`config.mk`:
```
export PLATFORM = sky130hd
export DESIGN_NAME = drp_adc_responder
export DESIGN_NICKNAME = d
export VERILOG_FILES = /design/src/rtl/drp_adc_responder.sv
export SDC_FILE = /design/constraint.sdc
export NUM_CORES = 1
export LEC_CHECK = 0
export ABC_AREA = 0
export CORE_ASPECT_RATIO = 0.6
export CORE_MARGIN = 4
export CORE_UTILIZATION = 35
export DETAILED_ROUTE_END_ITERATION = 6
export GPL_TIMING_DRIVEN = 0
export PLACE_DENSITY = 0.57
export SLEW_MARGIN = 0
export SYNTH_ARGS = -nofsm -noshare
export SYNTH_HDL_FRONTEND = slang
export SYNTH_SLANG_ARGS = --single-unit
export TNS_END_PERCENT = 5
```
`constraint.sdc`:
```
create_clock -name clk_100MHz -period 2.04 [get_ports clk_100MHz]
set_input_delay 0.408 -clock clk_100MHz [delete_from_list [all_inputs] [get_ports clk_100MHz]]
set_output_delay 0.408 -clock clk_100MHz [all_outputs]
set_load 0.05 [all_outputs]
```
`src/rtl/drp_adc_responder.sv`:
```
// DRP-compatible stand-in for the XADC joystick path: a fixed-latency DRP
// responder plus a two-channel (aux6/aux7) conversion sequencer.
module drp_adc_responder #(
  parameter int RD_LATENCY  = 4,
  parameter int CONV_CYCLES = 26,
  parameter int GAP_CYCLES  = 1
) (
  input  logic        clk_100MHz,
  input  logic        rst_n,
  input  logic [6:0]  daddr_in,
  input  logic        den_in,
  input  logic        dwe_in,
  input  logic [15:0] di_in,
  output logic [15:0] do_out,
  output logic        drdy_out,
  input  logic [11:0] aux6_sample,
  input  logic [11:0] aux7_sample,
  output logic        busy_out,
  output logic        eoc_out,
  output logic [6:0]  channel_out,
  output logic        protocol_err,
  output logic        drp_state_dbg,
  output logic [1:0]  seq_state_dbg
);
  // DRP handshake: den_in is a one-cycle request strobe accepted only in D_IDLE;
  // drdy_out is a one-cycle pulse exactly RD_LATENCY cycles after acceptance,
  // with do_out valid in that cycle and held afterwards.
  typedef enum logic {D_IDLE, D_WAIT} drp_state_t;
  typedef enum logic [1:0] {S_IDLE, S_CONV, S_DONE, S_GAP} seq_state_t;

  localparam logic [6:0] ADDR_RES6 = 7'h16;
  localparam logic [6:0] ADDR_RES7 = 7'h17;
  localparam logic [6:0] ADDR_CFG0 = 7'h40;
  localparam logic [6:0] ADDR_CFG1 = 7'h41;

  drp_state_t  drp_state_q, drp_state_d;
  logic [3:0]  lat_cnt_q, lat_cnt_d;
  logic [6:0]  addr_q, addr_d;
  logic        we_q, we_d;
  logic [15:0] wdata_q, wdata_d;
  logic [15:0] snap_q, snap_d;
  logic [15:0] do_hold_q, do_hold_d;
  logic        perr_q, perr_d;
  logic [15:0] cfg0_q, cfg0_d;
  logic [15:0] cfg1_q, cfg1_d;
  logic [11:0] res6_q, res6_d;
  logic [11:0] res7_q, res7_d;

  seq_state_t  seq_state_q, seq_state_d;
  logic [7:0]  seq_cnt_q, seq_cnt_d;
  logic        next_ch_q, next_ch_d;
  logic [6:0]  chan_q, chan_d;
  logic [11:0] samp_q, samp_d;
  logic        start_conv;
  logic [15:0] rd_data;

  // Results keep only the 12 sample bits; the low nibble always reads as zero.
  always_comb begin
    rd_data = 16'h0000;
    case (daddr_in)
      ADDR_RES6: rd_data = {res6_q, 4'h0};
      ADDR_RES7: rd_data = {res7_q, 4'h0};
      ADDR_CFG0: rd_data = cfg0_q;
      ADDR_CFG1: rd_data = cfg1_q;
      default:   rd_data = 16'h0000;
    endcase
  end

  always_comb begin
    drp_state_d = drp_state_q;
    lat_cnt_d   = lat_cnt_q;
    addr_d      = addr_q;
    we_d        = we_q;
    wdata_d     = wdata_q;
    snap_d      = snap_q;
    do_hold_d   = do_hold_q;
    perr_d      = perr_q;
    cfg0_d      = cfg0_q;
    cfg1_d      = cfg1_q;
    drdy_out    = 1'b0;
    do_out      = do_hold_q;
    case (drp_state_q)
      D_IDLE: begin
        if (den_in) begin
          addr_d      = daddr_in;
          we_d        = dwe_in;
          wdata_d     = di_in;
          snap_d      = rd_data;
          lat_cnt_d   = 4'(RD_LATENCY);
          drp_state_d = D_WAIT;
        end
      end
      default: begin
        if (den_in) perr_d = 1'b1;
        if (lat_cnt_q == 4'd1) begin
          drdy_out    = 1'b1;
          do_out      = we_q ? 16'h0000 : snap_q;
          do_hold_d   = do_out;
          drp_state_d = D_IDLE;
          if (we_q && addr_q == ADDR_CFG0) cfg0_d = wdata_q;
          if (we_q && addr_q == ADDR_CFG1) cfg1_d = wdata_q;
        end else begin
          lat_cnt_d = lat_cnt_q - 4'd1;
        end
      end
    endcase
  end

  always_comb begin
    seq_state_d = seq_state_q;
    seq_cnt_d   = seq_cnt_q;
    next_ch_d   = next_ch_q;
    chan_d      = chan_q;
    samp_d      = samp_q;
    res6_d      = res6_q;
    res7_d      = res7_q;
    start_conv  = 1'b0;
    busy_out    = (seq_state_q == S_CONV);
    eoc_out     = (seq_state_q == S_DONE);
    case (seq_state_q)
      S_IDLE: start_conv = cfg1_q[0];
      S_CONV: begin
        if (seq_cnt_q == 8'd0) seq_state_d = S_DONE;
        else                   seq_cnt_d   = seq_cnt_q - 8'd1;
      end
      S_DONE: begin
        if (chan_q == ADDR_RES6) res6_d = samp_q;
        else                     res7_d = samp_q;
        if (GAP_CYCLES == 0) begin
          start_conv  = cfg1_q[0];
          seq_state_d = S_IDLE;
        end else begin
          seq_cnt_d   = 8'(GAP_CYCLES - 1);
          seq_state_d = S_GAP;
        end
      end
      default: begin
        if (seq_cnt_q == 8'd0) begin
          start_conv  = cfg1_q[0];
          seq_state_d = S_IDLE;
        end else begin
          seq_cnt_d = seq_cnt_q - 8'd1;
        end
      end
    endcase
    // Sample is frozen at CONV entry so input movement mid-conversion is ignored.
    if (start_conv) begin
      seq_state_d = S_CONV;
      seq_cnt_d   = 8'(CONV_CYCLES - 1);
      samp_d      = next_ch_q ? aux7_sample : aux6_sample;
      chan_d      = next_ch_q ? ADDR_RES7 : ADDR_RES6;
      next_ch_d   = ~next_ch_q;
    end
  end

  always_ff @(posedge clk_100MHz) begin
    if (!rst_n) begin
      drp_state_q <= D_IDLE;
      lat_cnt_q   <= 4'd0;
      addr_q      <= 7'd0;
      we_q        <= 1'b0;
      wdata_q     <= 16'h0000;
      snap_q      <= 16'h0000;
      do_hold_q   <= 16'h0000;
      perr_q      <= 1'b0;
      cfg0_q      <= 16'h0000;
      cfg1_q      <= 16'h0001;
      res6_q      <= 12'h000;
      res7_q      <= 12'h000;
      seq_state_q <= S_IDLE;
      seq_cnt_q   <= 8'd0;
      next_ch_q   <= 1'b0;
      chan_q      <= 7'd0;
      samp_q      <= 12'h000;
    end else begin
      drp_state_q <= drp_state_d;
      lat_cnt_q   <= lat_cnt_d;
      addr_q      <= addr_d;
      we_q        <= we_d;
      wdata_q     <= wdata_d;
      snap_q      <= snap_d;
      do_hold_q   <= do_hold_d;
      perr_q      <= perr_d;
      cfg0_q      <= cfg0_d;
      cfg1_q      <= cfg1_d;
      res6_q      <= res6_d;
      res7_q      <= res7_d;
      seq_state_q <= seq_state_d;
      seq_cnt_q   <= seq_cnt_d;
      next_ch_q   <= next_ch_d;
      chan_q      <= chan_d;
      samp_q      <= samp_d;
    end
  end

  assign channel_out   = chan_q;
  assign protocol_err  = perr_q;
  assign drp_state_dbg = drp_state_q;
  assign seq_state_dbg = seq_state_q;
endmodule

```
-- After elaboration in Yosys (flattened, before gate mapping)
Index checks and enable logic that the tools add are counted.
- $add $sub $neg: 2
- equal/unequal tests: 16
- mux-type cells: 23
- bitwise gates (word level): 5
- reductions and logical operators: 20
- operator list (kind ; number):
    16-bit one-hot mux with 4 select lines ; 1
    16-bit 2-to-1 mux ; 3
    7-bit equality test, second input constant ; 4
    7-bit by 5-bit equality test with 1-bit output, second input constant ; 3
    8-bit one-hot mux with 2 select lines ; 1
    2-bit AND reduction ; 7
    12-bit 2-to-1 mux ; 1
    4-bit 2-to-1 mux ; 3
    3-bit AND reduction ; 4
    8-bit logical NOT ; 1
    1-bit 2-to-1 mux ; 8
    8-bit 2-to-1 mux ; 1
    8-bit by 1-bit subtractor with 8-bit output, second input constant ; 1
    2-bit inequality test, second input constant ; 3
    2-bit one-hot mux with 3 select lines ; 1
    5-bit 2-to-1 mux ; 1
    1-bit NOT ; 5
    4-bit by 1-bit equality test with 1-bit output, second input constant ; 1
    2-bit 2-to-1 mux ; 2
    2-bit nonzero test ; 2
    2-bit OR reduction ; 2
    4-bit by 1-bit subtractor with 4-bit output, second input constant ; 1
    3-bit by 1-bit inequality test with 1-bit output, second input constant ; 1
    3-bit inequality test, second input constant ; 1
    other kinds (7) ; 8
- register bits after elaboration: 148
- bits of input ports: 51
- output and inout port bits: 30
- word-level logic and storage cells: 85

-- Longest topological paths before layout
- depth in word-level cells: 5
- gate-level depth with buffers: 10
- mapped depth without buffers: 9

-- Worst setup path before layout
No wires, ideal clock.
- path type: register to output
- start point: reg drp_state_q, in the netlist drp_state_dbg
- end point: out do_out[11]
- arrival time: 2237 ps
- setup slack: -605 ps
- stages on the path, launching flop included: 4
- cells stage by stage: dfxtp_1 -> nand2_2 -> clkbuf_1 -> o21ai_0
- word-level cells in the longest chain between the ends: 1
- RTL lines (what ; RTL line ; source):
    from (decl) ; 36 ; drp_state_t drp_state_q, drp_state_d;
    from (signal assigned) ; 176 ; drp_state_q <= drp_state_d;
    16-bit 2-to-1 mux ; -- ;
    to (decl) ; 14 ; output logic [15:0] do_out,
Every way passes these cells.

-- Worst setup path after layout
- start point: reg lat_cnt_q[1]
- end point: out do_out[8]
- word-level cells in the longest chain between the ends: 3
- RTL lines (what ; RTL line ; source):
    from (decl) ; 37 ; logic [3:0] lat_cnt_q, lat_cnt_d;
    from (signal assigned) ; 177 ; lat_cnt_q <= lat_cnt_d;
    4-bit by 1-bit equality test with 1-bit output ; 95 ; if (lat_cnt_q == 4'd1) begin
    16-bit 2-to-1 mux (2 in series) ; -- ;
Every way passes these cells.

==> impl_metrics.toml <==
[detailed_routing]
drcViolationCount = 0
dr.pass1.iters = 5
ant_nets = 0
highest_layer = "met4"
wl_per_cell_microns = 17.6
viasPerCell = 5.12
wl_mm = 18.1
wl_met1_mm = 9.14
drtIter0Drc = 286
vias = 5242
wl_met2_mm = 7.85
wl_met3_microns = 947

[layout]
area_growth_syn_to_layout_pct = 33.1
finalNetCount = 836
drive_gt1_share_pct = 17.9
fin_cells = 1024
fin_area_sq_um = 8530

[cts]
cts_tree = "done"
clockBufferDepth = 2
numCtsBuffers = 17
clk_latency_ns = 0.42
clock_sinks = 143
path_clk_slew_ns = 0.06
cts-root-buf = "clkbuf_16"
htreeDepth = 4

[place]
pre_cts_slack_ns = -0.745
gp_congestion = 0.833
placed_cells = 982
dpl_cell_area_sq_um = 7460
dp_hpwl_mm = 13.5
portBuffers = 75

[yosys]
avgSynthCellArea_sq_um = 9.55
ys_seq_area_share_pct = 44.7
async_reset_ff_share_pct = 0
synth_most_common_cell = "dfxtp_1"
yosysWarnings = 0
yosys.area.top_type = "dfxtp_1"
yosysTopAreaCellShare_pct = 44.7
ys_top_cells_by_area = "dfxtp_1 45%, mux2i_1 13%, nor2b_1 6.3%"
netlist_instances = 671
ys_seq_elements = 143
synth_edf_count = 0
netlist_top_cells_count = "143 x dfxtp_1, 85 x mux2i_1, 84 x nand2_1"
synth_flop_cell = "dfxtp_1"
synth_cell_types = 58
synthesis.area_sq_um = 6410

[worst_setup_path]
cp_cell_sequence = "inv_2 > ha_4 > nor3b_4 > nand2_2 > buf_6 > nand2_2 > o21ai_4 > buf_6"
startpoint_type = "flip-flop"
critPathMaxStageDelay_ns = 0.32
path_buf_inv = 3
critPathCapture = "do_out[8]"
cp-startpoint = "lat_cnt_q[1]$_SDFFE_PN0P_"
critPathKind = "reg -> out"
endpoint_kind = "output pin"
cpLargestDelayFamily = "simple AND/OR/NAND/NOR gates"
r2r-end = "cfg0_q[12]$_SDFFE_PN0P_"
cp.depth = 8
cp.arrival_ns = 1.90
timing.reg2reg.setup_slack_ns = -0.14
r2r_cells = 11
cp_max_fo = 5
crit_required_ns = 1.63
r2r-start = "lat_cnt_q[1]$_SDFFE_PN0P_"
slowest_stage = "dfxtp_2"

[sta]
max_freq_mhz = 433
fin_crit_ns = 2.31
skew_ns = 0.0141
fin_ws_ns = -0.272
holdWs_ns = 0.462
hold_violations = 0
max-slew-margin-rel_pct = 38.2
tightest_slew_ns = 0.927
period_share_pct = 113
final_max_slew_viol_count = 0
rsz0062_at_grt = "true"
setup_violations = 29

[power_and_ir_drop]
ir_worst_vdd_mv = 0.580
pwr_density_cell_nw_per_um2 = 937
power_leakage_nw = 3.54

[floorplanning]
pin_count = 81
die_area_sq_um = 20600
chipWidth_microns = 183
die_y_microns = 113
coreArea_sq_um = 17500
core.rowCount = 37
start_util_pct = 36.5

[global_route]
grt_overflow = 0
grt_pass1_wl_mm = 28.5
grt_usage_pct = 17.6
first_global_vias = 5211
antenna_found_initial = 0
grt_max_degree = 17

[run]
max-cap-violations = 0

[run_status]
violations = "setup timing"
status = "finished with violations"

[hold_path]
hold_depth = 2
hp-class = "reg -> reg"
worst min-delay path by stage:
| stage | startpoint | end | slack (ns) |
|---|---|---|---|
| 6_report | addr_q[1]$_SDFFE_PN0P_ | addr_q[1]$_SDFFE_PN0P_ | 0.46 |
| 3_3_place_gp | addr_q[5]$_SDFFE_PN0P_ | addr_q[5]$_SDFFE_PN0P_ | 0.45 |
| 2_1_floorplan | addr_q[5]$_SDFFE_PN0P_ | addr_q[5]$_SDFFE_PN0P_ | 0.44 |
| 5_1_grt | addr_q[6]$_SDFFE_PN0P_ | addr_q[6]$_SDFFE_PN0P_ | 0.50 |
| 4_1_cts | addr_q[1]$_SDFFE_PN0P_ | addr_q[1]$_SDFFE_PN0P_ | 0.47 |
| 3_5_place_dp | addr_q[1]$_SDFFE_PN0P_ | addr_q[1]$_SDFFE_PN0P_ | 0.46 |
kinds of logic after synthesis:
family | synth area share [%]
DFF | 44.7
muxes | 13.5
xor gates and xnor gates | 0.527
buffers and inverters | 4.36
adders and majority gates | 1.76
other | 0.0585
and+or+nand+nor | 20.1
AOI/OAI and AO/OA | 15.0
flip-flops by register name (all words and copies together), names as in the netlist:
signal         cells
addr_q             7
cfg0_q            16
cfg1_q            16
channel_out        2
do_hold_q         16
drp_state_dbg      1
lat_cnt_q          4
next_ch_q          1
protocol_err       1
res6_q            12
res7_q            12
samp_q            12
seq_cnt_q          8
seq_state_dbg      2
snap_q            16
wdata_q           16
we_q               1
repair_timing:
action	in CTS	in global routing
setup endpoints to repair	112	107
gates resized for setup	182	44
cloned	4	0
endpoints found under the hold margin	0	0
setup buffers	4	1
pin swaps	13	1
hold buffers	0	0
layout by cell type (no fill, tap or decap), types with 8 or more instances in the layout:
cell type and n:
a21boi_0 25, a21oi_1 26, and2_1 18, buf_4 15, buf_6 18, clkbuf_1 25, clkbuf_16 20, clkdlybuf4s50_1 49
dfxtp_1 139, mux2i_1 85, nand2_1 74, nand2_2 8, nand2b_1 19, nor2_1 13, nor2b_1 65, nor3_1 8
o211a_1 18, o21ai_4 13
metrics by stage:
| stage | utilization (%) | TNS [ns] | power, W |
|---|---|---|---|
| floorplan | - | -4.89 | 0.00433 |
| global placement | 42.5 | -26.36 | 0.00479 |
| global route | 48.6 | -10.72 | 0.00836 |
| CTS | 47.9 | -5.02 | 0.00798 |
| finish | 48.6 | -5.22 | 0.00799 |
| detailed placement | 42.5 | -31.04 | 0.00485 |
metal layers:
| metal | GRT usage (%) | up-vias |
|---|---|---|
| li1 | - | 2538 |
| met1 | 26.2 | 2548 |
| met2 | 26.5 | 138 |
| met3 | 3.21 | 18 |
| met4 | 3.85 | 0 |
| met5 | 0 | - |
report_power, final:
part	internal (W)	switching [W]	total, W
registers	0.00299	0.000204	0.00320
logic	0.000716	0.000962	0.00168
clock network	0.00185	0.00127	0.00312
area by class of cell:
cell class | count | area, sq um
fillers | 1630 | 9020
diodes | 1 | 2.50
multi-input cells | 472 | 3540
clock buffers | 18 | 439
clock inverters | 14 | 156
well taps | 234 | 293
inverters | 9 | 40.0
repair buffers | 83 | 848
plain buffers | 50 | 337
flip-flops and latches | 143 | 2870
tightest hold or removal path, stage by stage (launching register included):
cell and delay [ns]:
dfxtp_1 0.31, nand2_1 0.05, a21boi_0 0.06
(Power assumes the default switching activity.)
